[src/rtl/misr_pkg.sv]
// rtl/misr_pkg.sv - shared MISR state enum, polynomial taps and next-signature function
//
// Contents:
//   misr_state_t  FSM states of the signature checker
//   POLY_TAPS     x^32+x^16+x^11+x^4+1 feedback taps (bit 0 is the wrap-around)
//   misr_next     one-word signature update, shared with generator-side models
package misr_pkg;

  typedef enum logic [1:0] {
    IDLE,
    ACCUM,
    WAIT_EXP,
    DONE
  } misr_state_t;

  localparam logic [31:0] POLY_TAPS = 32'h0001_0811;

  // Shift left by one, fold the outgoing MSB back into the tap positions,
  // then mix in the data word bit-for-bit.
  function automatic logic [31:0] misr_next(input logic [31:0] s, input logic [31:0] d);
    return {s[30:0], 1'b0} ^ ({32{s[31]}} & POLY_TAPS) ^ d;
  endfunction

endpackage

[src/rtl/misr32_step.sv]
// rtl/misr32_step.sv - combinational 32-bit MISR next-state
//
// Ports:
//   sig       current signature
//   din       data word absorbed this step
//   sig_next  signature after absorbing din
module misr32_step
  import misr_pkg::*;
(
  input  logic [31:0] sig,
  input  logic [31:0] din,
  output logic [31:0] sig_next
);

  assign sig_next = misr_next(sig, din);

endmodule

[config.mk]
export PLATFORM = sky130hd
export DESIGN_NAME = misr32_step
export DESIGN_NICKNAME = d
export VERILOG_FILES = /design/src/rtl/misr_pkg.sv /design/src/rtl/misr32_step.sv
export SDC_FILE = /design/constraint.sdc
export NUM_CORES = 1
export LEC_CHECK = 0
export ABC_CLOCK_PERIOD_IN_PS = 2300
export CAP_MARGIN = 20
export CORE_MARGIN = 3
export CORE_UTILIZATION = 16
export DETAILED_ROUTE_END_ITERATION = 16
export PLACE_DENSITY = 0.89
export SYNTH_ARGS = -nofsm -noshare
export SYNTH_HDL_FRONTEND = slang
export SYNTH_SLANG_ARGS = --single-unit
[constraint.sdc]
create_clock -name vclk -period 2.3
set_clock_uncertainty 0.2 [all_clocks]
set_input_delay 0.575 -clock vclk [all_inputs]
set_output_delay 0.575 -clock vclk [all_outputs]
set_load 0.005 [all_outputs]
== Word-level counts from Yosys, hierarchy flattened ==
Cells that the tools add are included.
Storage, ports and cells
  flip-flop bits (word level): 0
  word-level logic and storage cells: 2
  output and inout bits: 32
Operators by class
  bitwise logic cells: 2
Operators with widths (count)
  $xor 32x17->32: 1
  $xor 32x32->32: 1

== Longest topological paths before layout ==
  depth in word-level cells: 2
  depth in mapped cells: 1
  mapped depth without buffers: 1

== Worst setup path after synthesis ==
Ideal clock, no wire load.
  path kind: input to output
  start point: input sig[15]
  end point: output sig_next[16]
  arrival time: 1036 ps
  path slack: 489 ps
  required time: 1525 ps
  stages on the path: 1
  cells stage by stage: xor3_4
On the way
  word-level cells in the longest chain between the ends: 2
Ends and longest elaborated chain
  from (decl): line misr32_step.sv:10  | input logic [31:0] sig,
  $xor 32x17->32: line misr_pkg.sv:21  | return {s[30:0], 1'b0} ^ ({32{s[31]}} & POLY_TAPS) ^ d;
  $xor 32x32->32: line misr_pkg.sv:21
  to (decl): line misr32_step.sv:12  | output logic [31:0] sig_next
No other way between the ends.

== Worst setup path after layout ==
Ends and elaborated chain as after synthesis.

==> results.tsv <==
metric	value	unit
status	finished, final reports clean	
yosysUniqueCellTypes	3	
post_drt_via_cell_ratio	3.84	
dp_slack	-523	ps
drt-initial-drc-count	0	
overflow	0	
start_util	0.179	
arrival	1510	ps
syn_inst	32	
required	1520	ps
clockBufferCount	0	
wl_met2	1.17	mm
top_layer	met3	
p_per_area	200	nW/um^2
final_common_cell	clkdlybuf4s50_1	
pwr-share-comb	1.000	
syn-cell-area	329	um^2
place_area	1330	um^2
grt.total_usage	0.150	
nNetsFinal	195	
maxCapViolations	0	
critPathMaxFanout	1	
finalHoldViolCount	0	
num_rows	15	
core-area	1840	um^2
finalNonFillerCells	154	
fp.dieW	51.4	um
synth.area.mux_share	0	
finalCriticalPeriod	2280	ps
dr.pass1.iters	1	
antenna_found_initial	0	
intPower	185	uW
power_frac_clock	0	
grt_setup_unrepaired	no	
final_util	0.699	
vdd_drop_max	0.115	mV
wl_met1	647	um
dpl.hpwl	2.02	mm
max_slew_margin	0.888	
routabilityCongestion	0.673	
grt_pass1_wl	3.03	mm
num_vias	592	
yosysWarnings	0	
dieHeight	51.4	um
antenna_cells	0	
p_leak	0.604	nW
setup_viol	0	
dp_cells	154	
drt_wl_total	2.09	mm
drc	0	
crit_type	primary input to output pin	
cp-startpoint	sig[15]	
start_kind	primary input	
grt_max_degree	5	
min_period_over_period	0.991	
regArea	0	um^2
crit_path_end_kind	output pin	
met3WireLength	275	um
syn_avg_cell_area	10.3	um^2
hold_ws	1390	ps
synthXorXnorAreaFrac	1.00	
worst_pin_slew	167	ps
switchingPower	71.7	uW
synth_compound_area_frac	0	
fillCellCount	170	
final_cell_mix	61 x clkdlybuf4s50_1, 30 x dlygate4sd2_1, 29 x xor2_1, 2 x xor3_1	
synth-simple-area-share	0	
synthToLayoutAreaGrowth	290	%
hp-start	sig[10]	
maxSlewViolCount	0	
drive_gt1_frac	0.0388	
multi_input_area	329	um^2
synth_top_family_by_area	XOR/XNOR gates	
max_freq	439	MHz
p_sw_frac	0.279	
ys_seq_area_frac	0	
syn_nets	96	
antenna_left	0	
io-pin-count	96	
synthAdderAreaFrac	0	
grt_pass1_vias	608	
dieArea	2640	um^2
nFlopsAndLatches	0	
seq_power_share	0	
fin_ws	19.7	ps
holdCritPathClass	primary input to output pin	
port_buffers	96	
final_area	1280	um^2
wire_per_inst	13.6	um
-- logic make-up after synthesis --
family and Yosys count:
xor+xnor 32
-- layer usage --
layer  up-vias  GRT usage
met5         -          0
met4         0          0
met3         0     0.0437
met2        49      0.313
met1       250      0.151
li1        293          -
-- cells in the mapped netlist --
master | count | area [um^2]
xor3_1 | 2 | 47.6
xor3_4 | 1 | 27.5
xor2_1 | 29 | 254
-- worst max-delay path, stage by stage --
cell and delay, ps:
clkdlybuf4s50_1 480, xor3_4 320, buf_6 130
-- through the flow --
step           setup TNS, ps  total power, mW
3_3_place_gp           -6700            0.298
4_1_cts                -80.2            0.263
6_report                   0            0.257
2_1_floorplan              0           0.0596
5_1_grt                    0            0.277
3_5_place_dp           -7420            0.304
-- path summary, 6_finish.rpt --
path | slack (ps) | cells after the start | to
worst max-delay path | 20 | 3 | sig_next[16]
worst min-delay path | 1390 | 3 | sig_next[11]
-- final cells by class --
cell class / count / area share
multi-input combinational: 32 / 0.256
timing repair buffer: 97 / 0.720
tap: 25 / 0.0243
-- power groups by stage --
stage	combinational (mW)	clock, mW	sequential, mW
4_1_cts	0.263	0	0
2_1_floorplan	0.0596	0	0
6_report	0.257	0	0
5_1_grt	0.277	0	0
3_3_place_gp	0.298	0	0
3_5_place_dp	0.304	0	0
-- what timing repair did --
action	in CTS	in global routing
pin swaps	2	2
endpoints found under the setup margin	32	2
setup buffers	0	0
hold endpoints to repair	0	0
hold buffers	0	0
gates resized for setup	42	3
Note: power is estimated with default switching activity, not from simulation.
